[src/rtl/pdp8_sequencer_gen_if.sv]
// ---------------------------------------------------------------------------
// pdp8_sequencer_gen_if
//
// Purpose : groups the control inputs and the timing outputs of the PDP-8
//           major-state/timing generator into one bundle.
//
// Parameters
//   NPHASE : number of execute phases (width of ck / stb)
//   CNT_W  : width of the completed-instruction counter
//
// Signals
//   startstop, sst   run/stop and single-step buttons (rising-edge active)
//   HALT, DONE       halt request and OR of handler done lines
//   SEQTYPE          {PPIND,IND} from IR decode
//   brk_req          data-break request (level)
//   brk_ack          one-clock data-break grant
//   ck*/stb*         major-state levels and strobes
//   ck/stb           execute-phase levels and strobes, one-hot
//   running, seq_err CPU running / sticky phase-overrun flag
//   icount           completed-instruction count (zero unless enabled)
//
// Modports
//   master : the sequencer (drives the timing outputs)
//   slave  : the CPU datapath / environment (drives the control inputs)
// ---------------------------------------------------------------------------
interface pdp8_sequencer_gen_if #(
    parameter int NPHASE = 6,
    parameter int CNT_W  = 16
);
    logic              startstop;
    logic              sst;
    logic              HALT;
    logic              DONE;
    logic [1:0]        SEQTYPE;
    logic              brk_req;
    logic              brk_ack;
    logic              ckFetch;
    logic              ckAuto1;
    logic              ckAuto2;
    logic              ckInd;
    logic              ckBrk;
    logic              stbFetch;
    logic              stbAuto1;
    logic              stbAuto2;
    logic              stbInd;
    logic              stbBrk;
    logic [NPHASE-1:0] ck;
    logic [NPHASE-1:0] stb;
    logic              running;
    logic              seq_err;
    logic [CNT_W-1:0]  icount;

    modport master (
        input  startstop, sst, HALT, DONE, SEQTYPE, brk_req,
        output brk_ack,
        output ckFetch, ckAuto1, ckAuto2, ckInd, ckBrk,
        output stbFetch, stbAuto1, stbAuto2, stbInd, stbBrk,
        output ck, stb, running, seq_err, icount
    );

    modport slave (
        output startstop, sst, HALT, DONE, SEQTYPE, brk_req,
        input  brk_ack,
        input  ckFetch, ckAuto1, ckAuto2, ckInd, ckBrk,
        input  stbFetch, stbAuto1, stbAuto2, stbInd, stbBrk,
        input  ck, stb, running, seq_err, icount
    );
endinterface

[src/rtl/pdp8_sequencer_gen.sv]
// ---------------------------------------------------------------------------
// pdp8_sequencer_gen
//
// Purpose : parametrised major-state / timing generator for the PDP-8 core.
//           Walks FETCH -> [AUTO1 -> AUTO2 ->] [IND ->] PH0..PH(NPHASE-1),
//           inserts data-break (BRK) cycles between instructions, and flags a
//           phase overrun when no handler reports DONE by the last phase.
//           Every non-IDLE state lasts two clocks: its ck level is high on
//           both, its stb strobe on the second only.
//
// Parameters
//   NPHASE  : execute phases, 2..16
//   BRK_MAX : consecutive break cycles allowed before a fetch is forced, 1..15
//   CNT_W   : width of the instruction counter
//
// Ports
//   CLK     : system clock
//   RESET   : asynchronous active-low reset
//   bus     : pdp8_sequencer_gen_if.master (buttons, HALT/DONE, SEQTYPE,
//             break handshake, ck*/stb* timing, running, seq_err, icount)
//
// Optional feature
//   SEQ_ICOUNT_EN : when defined, icount counts completed instructions
//                   (modulo 2^CNT_W); otherwise icount is tied to zero.
// ---------------------------------------------------------------------------
module pdp8_sequencer_gen #(
    parameter int NPHASE  = 6,
    parameter int BRK_MAX = 4,
    parameter int CNT_W   = 16
) (
    input  logic                        CLK,
    input  logic                        RESET,
    pdp8_sequencer_gen_if.master        bus
);

    localparam int              PH_W    = (NPHASE > 1) ? $clog2(NPHASE) : 1;
    localparam logic [PH_W-1:0] PH_LAST = PH_W'(NPHASE - 1);
    localparam logic [3:0]      BRK_LIM = 4'(BRK_MAX);

    typedef enum logic [2:0] {
        S_IDLE,
        S_FETCH,
        S_AUTO1,
        S_AUTO2,
        S_IND,
        S_PH,
        S_BRK
    } state_e;

    state_e          state_q, state_d;
    logic [PH_W-1:0] phase_q, phase_d;
    logic            half_q, half_d;       // 0 = first clock of a state, 1 = strobe clock
    logic            running_q, running_d;
    logic            stop_req_q, stop_req_d;
    logic            step_q, step_d;
    logic            seq_err_q, seq_err_d;
    logic [3:0]      brk_cnt_q, brk_cnt_d;
    logic            startstop_q, startstop_d;
    logic            sst_q, sst_d;

    logic            ss_edge;
    logic            sst_edge;
    logic            stop_now;
    logic            seq_end;              // instruction or break cycle finished
    logic            instr_end;            // an instruction finished (DONE on a phase strobe)
    logic            go_idle;

    assign ss_edge  = bus.startstop & ~startstop_q;
    assign sst_edge = bus.sst & ~sst_q;

    // A stop request raised on this very clock (button edge, or HALT seen in a
    // phase) must already steer the end-of-instruction decision.
    assign stop_now = stop_req_q
                    | (running_q & ss_edge)
                    | ((state_q == S_PH) & bus.HALT);

    // -----------------------------------------------------------------------
    // Next-state logic
    // -----------------------------------------------------------------------
    always_comb begin
        // NOTE: every variable gets its hold/default value first so that no
        // branch leaves it unassigned, which would otherwise infer a latch.
        state_d     = state_q;
        phase_d     = phase_q;
        half_d      = half_q;
        running_d   = running_q;
        stop_req_d  = stop_req_q;
        step_d      = step_q;
        seq_err_d   = seq_err_q;
        brk_cnt_d   = brk_cnt_q;
        startstop_d = bus.startstop;
        sst_d       = bus.sst;
        seq_end     = 1'b0;
        instr_end   = 1'b0;
        go_idle     = 1'b0;

        if (running_q && ss_edge) begin
            stop_req_d = 1'b1;
        end
        if ((state_q == S_PH) && bus.HALT) begin
            stop_req_d = 1'b1;
        end

        unique case (state_q)
            S_IDLE: begin
                if (ss_edge) begin
                    running_d = 1'b1;
                    seq_err_d = 1'b0;
                    state_d   = S_FETCH;
                    half_d    = 1'b0;
                end else if (sst_edge) begin
                    running_d = 1'b1;
                    step_d    = 1'b1;
                    state_d   = S_FETCH;
                    half_d    = 1'b0;
                end
            end
            default: begin
                if (!half_q) begin
                    half_d = 1'b1;
                end else begin
                    half_d = 1'b0;
                    unique case (state_q)
                        S_FETCH: begin
                            if (bus.SEQTYPE[1]) begin
                                state_d = S_AUTO1;
                            end else if (bus.SEQTYPE[0]) begin
                                state_d = S_IND;
                            end else begin
                                state_d = S_PH;
                                phase_d = '0;
                            end
                        end
                        S_AUTO1: state_d = S_AUTO2;
                        S_AUTO2: state_d = S_IND;
                        S_IND: begin
                            state_d = S_PH;
                            phase_d = '0;
                        end
                        S_PH: begin
                            if (bus.DONE) begin
                                seq_end   = 1'b1;
                                instr_end = 1'b1;
                            end else if (phase_q == PH_LAST) begin
                                // Last phase strobed with no handler finishing.
                                seq_err_d = 1'b1;
                                go_idle   = 1'b1;
                            end else begin
                                phase_d = phase_q + 1'b1;
                            end
                        end
                        S_BRK:   seq_end = 1'b1;
                        default: go_idle = 1'b1;
                    endcase
                end
            end
        endcase

        // Shared end-of-cycle priority for instruction end and break end.
        if (seq_end) begin
            if (stop_now || step_q) begin
                go_idle = 1'b1;
            end else if (bus.brk_req && (brk_cnt_q < BRK_LIM)) begin
                state_d   = S_BRK;
                brk_cnt_d = brk_cnt_q + 1'b1;
            end else begin
                state_d   = S_FETCH;
                brk_cnt_d = '0;
            end
        end

        if (go_idle) begin
            state_d    = S_IDLE;
            phase_d    = '0;
            half_d     = 1'b0;
            running_d  = 1'b0;
            stop_req_d = 1'b0;
            step_d     = 1'b0;
            brk_cnt_d  = '0;
        end
    end

    // -----------------------------------------------------------------------
    // State registers
    // -----------------------------------------------------------------------
    always_ff @(posedge CLK or negedge RESET) begin
        if (!RESET) begin
            state_q     <= S_IDLE;
            phase_q     <= '0;
            half_q      <= 1'b0;
            running_q   <= 1'b0;
            stop_req_q  <= 1'b0;
            step_q      <= 1'b0;
            seq_err_q   <= 1'b0;
            brk_cnt_q   <= '0;
            startstop_q <= 1'b0;
            sst_q       <= 1'b0;
        end else begin
            // NOTE: non-blocking assignments so every flop samples the values
            // from before this edge, independent of statement order.
            state_q     <= state_d;
            phase_q     <= phase_d;
            half_q      <= half_d;
            running_q   <= running_d;
            stop_req_q  <= stop_req_d;
            step_q      <= step_d;
            seq_err_q   <= seq_err_d;
            brk_cnt_q   <= brk_cnt_d;
            startstop_q <= startstop_d;
            sst_q       <= sst_d;
        end
    end

    // -----------------------------------------------------------------------
    // Outputs: pure decode of the registered state, so reset clears them
    // asynchronously and no strobe can glitch from an input.
    // -----------------------------------------------------------------------
    logic [NPHASE-1:0] ck_v;
    logic [NPHASE-1:0] stb_v;

    always_comb begin
        ck_v  = '0;
        stb_v = '0;
        if (state_q == S_PH) begin
            ck_v[phase_q]  = 1'b1;
            stb_v[phase_q] = half_q;
        end
    end

    assign bus.ck       = ck_v;
    assign bus.stb      = stb_v;
    assign bus.ckFetch  = (state_q == S_FETCH);
    assign bus.ckAuto1  = (state_q == S_AUTO1);
    assign bus.ckAuto2  = (state_q == S_AUTO2);
    assign bus.ckInd    = (state_q == S_IND);
    assign bus.ckBrk    = (state_q == S_BRK);
    assign bus.stbFetch = (state_q == S_FETCH) & half_q;
    assign bus.stbAuto1 = (state_q == S_AUTO1) & half_q;
    assign bus.stbAuto2 = (state_q == S_AUTO2) & half_q;
    assign bus.stbInd   = (state_q == S_IND)   & half_q;
    assign bus.stbBrk   = (state_q == S_BRK)   & half_q;
    assign bus.brk_ack  = (state_q == S_BRK)   & half_q;
    assign bus.running  = running_q;
    assign bus.seq_err  = seq_err_q;

    // -----------------------------------------------------------------------
    // Completed-instruction counter
    // -----------------------------------------------------------------------
`ifdef SEQ_ICOUNT_EN
    logic [CNT_W-1:0] icount_q, icount_d;

    always_comb begin
        icount_d = icount_q;
        if (instr_end) begin
            icount_d = icount_q + 1'b1;   // wraps naturally at 2^CNT_W
        end
    end

    always_ff @(posedge CLK or negedge RESET) begin
        if (!RESET) begin
            icount_q <= '0;
        end else begin
            icount_q <= icount_d;
        end
    end

    assign bus.icount = icount_q;
`else
    logic icount_unused;
    assign icount_unused = instr_end;
    assign bus.icount    = {CNT_W{1'b0}};
`endif

endmodule

[src/flat_wrapper.sv]
// flat-port wrapper written by rule: the top's interface ports become plain ports
module pdp8_sequencer_gen_flat 
#(
    parameter int NPHASE  = 6,
    parameter int BRK_MAX = 4,
    parameter int CNT_W   = 16
)
  (CLK, RESET, bus_startstop, bus_sst, bus_HALT, bus_DONE, bus_SEQTYPE, bus_brk_req, bus_brk_ack, bus_ckFetch, bus_ckAuto1, bus_ckAuto2, bus_ckInd, bus_ckBrk, bus_stbFetch, bus_stbAuto1, bus_stbAuto2, bus_stbInd, bus_stbBrk, bus_ck, bus_stb, bus_running, bus_seq_err, bus_icount);
  pdp8_sequencer_gen_if #(.NPHASE(NPHASE), .CNT_W(CNT_W)) bus_i ();
  input  logic CLK;
  input  logic RESET;
  input wire logic [$bits(bus_i.startstop)-1:0] bus_startstop;
  input wire logic [$bits(bus_i.sst)-1:0] bus_sst;
  input wire logic [$bits(bus_i.HALT)-1:0] bus_HALT;
  input wire logic [$bits(bus_i.DONE)-1:0] bus_DONE;
  input wire logic [$bits(bus_i.SEQTYPE)-1:0] bus_SEQTYPE;
  input wire logic [$bits(bus_i.brk_req)-1:0] bus_brk_req;
  output wire logic [$bits(bus_i.brk_ack)-1:0] bus_brk_ack;
  output wire logic [$bits(bus_i.ckFetch)-1:0] bus_ckFetch;
  output wire logic [$bits(bus_i.ckAuto1)-1:0] bus_ckAuto1;
  output wire logic [$bits(bus_i.ckAuto2)-1:0] bus_ckAuto2;
  output wire logic [$bits(bus_i.ckInd)-1:0] bus_ckInd;
  output wire logic [$bits(bus_i.ckBrk)-1:0] bus_ckBrk;
  output wire logic [$bits(bus_i.stbFetch)-1:0] bus_stbFetch;
  output wire logic [$bits(bus_i.stbAuto1)-1:0] bus_stbAuto1;
  output wire logic [$bits(bus_i.stbAuto2)-1:0] bus_stbAuto2;
  output wire logic [$bits(bus_i.stbInd)-1:0] bus_stbInd;
  output wire logic [$bits(bus_i.stbBrk)-1:0] bus_stbBrk;
  output wire logic [$bits(bus_i.ck)-1:0] bus_ck;
  output wire logic [$bits(bus_i.stb)-1:0] bus_stb;
  output wire logic [$bits(bus_i.running)-1:0] bus_running;
  output wire logic [$bits(bus_i.seq_err)-1:0] bus_seq_err;
  output wire logic [$bits(bus_i.icount)-1:0] bus_icount;
  assign bus_i.startstop = bus_startstop;
  assign bus_i.sst = bus_sst;
  assign bus_i.HALT = bus_HALT;
  assign bus_i.DONE = bus_DONE;
  assign bus_i.SEQTYPE = bus_SEQTYPE;
  assign bus_i.brk_req = bus_brk_req;
  assign bus_brk_ack = bus_i.brk_ack;
  assign bus_ckFetch = bus_i.ckFetch;
  assign bus_ckAuto1 = bus_i.ckAuto1;
  assign bus_ckAuto2 = bus_i.ckAuto2;
  assign bus_ckInd = bus_i.ckInd;
  assign bus_ckBrk = bus_i.ckBrk;
  assign bus_stbFetch = bus_i.stbFetch;
  assign bus_stbAuto1 = bus_i.stbAuto1;
  assign bus_stbAuto2 = bus_i.stbAuto2;
  assign bus_stbInd = bus_i.stbInd;
  assign bus_stbBrk = bus_i.stbBrk;
  assign bus_ck = bus_i.ck;
  assign bus_stb = bus_i.stb;
  assign bus_running = bus_i.running;
  assign bus_seq_err = bus_i.seq_err;
  assign bus_icount = bus_i.icount;
  pdp8_sequencer_gen #(.NPHASE(NPHASE), .BRK_MAX(BRK_MAX), .CNT_W(CNT_W)) u_core (.CLK(CLK), .RESET(RESET), .bus(bus_i));
endmodule
[config.mk]
export PLATFORM = sky130hd
export DESIGN_NAME = pdp8_sequencer_gen_flat
export DESIGN_NICKNAME = d
export VERILOG_FILES = /design/src/rtl/pdp8_sequencer_gen_if.sv /design/src/rtl/pdp8_sequencer_gen.sv /design/src/flat_wrapper.sv
export SDC_FILE = /design/constraint.sdc
export NUM_CORES = 1
export LEC_CHECK = 0
export BUFFER_PORTS_ARGS = -buffer_cell sky130_fd_sc_hd__buf_2
export CAP_MARGIN = 20
export CORE_UTILIZATION = 29
export CTS_CLUSTER_SIZE = 28
export DETAILED_ROUTE_END_ITERATION = 8
export PLACE_DENSITY = 0.63
export SETUP_SLACK_MARGIN = 0.02
export SLEW_MARGIN = 20
export SYNTH_ARGS = -nofsm -noshare
export SYNTH_HDL_FRONTEND = slang
export SYNTH_SLANG_ARGS = --single-unit
[constraint.sdc]
create_clock -name CLK -period 3.1 [get_ports CLK]
set_input_delay 0.31 -clock CLK [delete_from_list [all_inputs] [get_ports CLK]]
set_output_delay 0.31 -clock CLK [all_outputs]
set_load 0.01 [all_outputs]
==> results.cfg <==
[sta]
fin_crit_ns = 2.12
rsz0062_at_grt = false
drv_slew = 0
max_freq_ghz = 0.472
clock_skew_ns = 0.00142
finalHoldViolCount = 0
max-slew-margin-rel_pct = 59.5
timing.final.crit_share_pct = 68.4
tns_ns = 0
finalSetupViolCount = 0
worst_slew_pin_slew_ns = 0.603

[logic_synthesis]
syn_avg_cell_area_um2 = 8.31
synth_area_um2 = 1260
ys_seq_elements = 17
synth_edf_count = 0
ys_warn_count = 0
yosysTopAreaCell = dfrtp_1
async_flop_share_pct = 100
synthTopCellsByArea = dfrtp_1 34%, buf_4 10%, nor2_1 6.8%
synthCells = 152
yosysTopAreaCellShare_pct = 33.7
ys_seq_area_share_pct = 33.7
ys.flop_type = dfrtp_1
synth.most_common_cell = nor2_1
synthTopCellsByCount = 23 x nor2_1, 17 x buf_4, 17 x dfrtp_1
ys_types = 42

[power_and_ir_drop]
p_int_uw = 595
power_mw = 1.09
ir_drop_uv = 263
sw_frac_of_total_pct = 45.4
pwr-share-comb_pct = 47.5
p_leak_nw = 0.702
netSwitchingPower_uw = 495
power_density_nw_per_um2 = 757
p_clk_share_pct = 15.0
p_seq_share_pct = 37.5

[global_routing]
antenna_found_initial = 0
grt_overflow = 0
grt_pass1_vias = 920
grt_usage_pct = 12.0
grt_start_max_net_pins = 18
grt_pass1_wl_um = 4200

[final_layout]
synthToLayoutAreaGrowth_pct = 14.1
nets = 194
fill_cells = 454
antennaDiodeCount = 0
layout-drive-gt1-share_pct = 22.7

[routing]
drc = 0
viasPerCell = 4.71
finalWirelength_um = 2600
wl_met2_um = 1050
drt_first_iter_violations = 69
dr_wl_met3_um = 149
ant_nets = 0
wirelength_met1_um = 1360
num_vias = 1089
top_layer_used = met4
dr.pass1.iters = 4
drt-wirelength-per-cell_um = 11.3

[cts]
h-tree-depth = 1
cts_resized = 0
cts_sinks = 17
numCtsBuffers = 3
clk_latency_ns = 0.25
ctsLongestPathBuffers = 2
path_clk_slew_ns = 0.06
cts_root_buf = clkbuf_8
cts_tree = done

[job]
maxCapViolCount = 0

[status]
outcome = finished, final reports clean

[critical_path]
path_cells = and3b_1, nand2b_1, nor3_1, buf_2
start_kind = flop
crit_required_ns = 2.79
cpMaxStageDelayCell = dfrtp_1
cp.arrival_ns = 1.81
cp_max_fo = 16
max_stage_delay_ns = 0.61
crit_path_end_kind = output pin
crit_type = flop to output pin

[floorplan]
die_y_um = 68.0
top_level_ports = 50
initial_core_util_pct = 30.9
core_area_um2 = 4090
fp.dieW_um = 68.0
dieArea_um2 = 4620
num_rows = 23

[placed_design]
dp_hpwl_um = 1990
gp_congestion = 0.755
numPortBuffers = 33

[min_path]
hp-class = input port to flop
[layout make-up]
class	count	area, um^2	area share, %
sequential	17	425	29.5
tap	50	62.6	4.34
multi-input combinational	121	713	49.5
clock buffer	4	45.0	3.13
timing repair buffer	34	175	12.2
inverter	5	18.8	1.30
[state kept, by name, summed over array words and instances, names as in the netlist]
signal / cells
u_core.half_q: 1
u_core.stop_req_q: 1
u_core.bus.seq_err: 1
u_core.bus.running: 1
u_core.step_q: 1
u_core.phase_q: 3
u_core.sst_q: 1
u_core.startstop_q: 1
u_core.state_q: 3
u_core.brk_cnt_q: 4
[path summary, 6_finish.rpt]
| path | from | endpoint | slack, ns | cells after the start |
|---|---|---|---|---|
| setup / recovery | u_core.state_q[2] | bus_ck[0] | 0.98 | 4 |
| setup reg to reg | u_core.state_q[1] | u_core.brk_cnt_q[2] | 1.09 | 4 |
| max in group asynchronous | RESET | u_core.phase_q[0] | 2.33 | 2 |
| hold / removal | bus_sst | u_core.sst_q | 0.17 | 1 |
| hold reg to reg | u_core.step_q | u_core.step_q | 0.51 | 2 |
| min in group asynchronous | RESET | u_core.brk_cnt_q[2] | 0.50 | 2 |
[per-layer routing]
layer	GRT usage [%]	vias up
li1	-	559
met1	17.0	483
met2	17.8	44
met3	1.67	3
met4	5.47	0
met5	0	-
[metrics by stage]
step | setup slack (ns) | cells | hold slack [ns] | cell area [um^2] | utilization (%)
3_5_place_dp | 1.13 | 226 | 0.250 | 1390 | 33.9
5_1_grt | 0.819 | 231 | 0.166 | 1440 | 35.2
4_1_cts | 0.966 | 231 | 0.165 | 1440 | 35.2
3_3_place_gp | 1.19 | 226 | 0.250 | 1390 | 33.9
2_1_floorplan | 1.47 | 167 | 0.0144 | 1320 | -
6_report | 0.980 | 231 | 0.171 | 1440 | 35.2
[placed cells by master (no fill, tap or decap), drive strengths merged, types with 2 or more instances in the layout]
cell / netlist / final
ha: 3 / 3
a211oi: 3 / 3
nor2: 23 / 23
conb: 1 / 16
dfrtp: 17 / 17
nor4b: 2 / 2
nand3b: 4 / 4
nor2b: 5 / 5
a221oi: 2 / 2
nand2b: 5 / 5
nand3: 3 / 3
o31ai: 2 / 2
clkbuf: 5 / 4
nand2: 8 / 8
nor3: 9 / 9
buf: 19 / 33
a22o: 2 / 2
o21ai: 7 / 7
inv: 5 / 5
a21oi: 8 / 8
and3b: 4 / 4
[logic make-up (layout without fill, tap and decap cells)]
group	after synthesis	in the layout	synth area share, %
compound gates	33	33	19.2
fa+ha+maj	3	3	2.97
buf+inv	29	43	14.3
flops	17	17	33.7
other cells	1	16	0.297
simple gates	69	69	29.5
[timing repair]
item / CTS / global route
hold buffers: 1 / 0
endpoints found under the hold margin: 17 / 0
setup buffers: 0 / 0
[power groups by stage]
stage | logic, mW | clock network [mW] | registers [mW]
after floorplan | 0.473 | 0 | 0.340
after global placement | 0.514 | 0 | 0.410
after detailed placement | 0.520 | 0 | 0.412
after CTS | 0.524 | 0.172 | 0.407
after global routing | 0.591 | 0.178 | 0.425
final | 0.518 | 0.164 | 0.409
[critical path, delay by kind of cell (launching register included)]
kind	cells	cell delay (ns)
buffers and inverters	1	0.15
and+or+nand+nor	3	0.79
DFF	1	0.61
(Power assumes the default switching activity.)
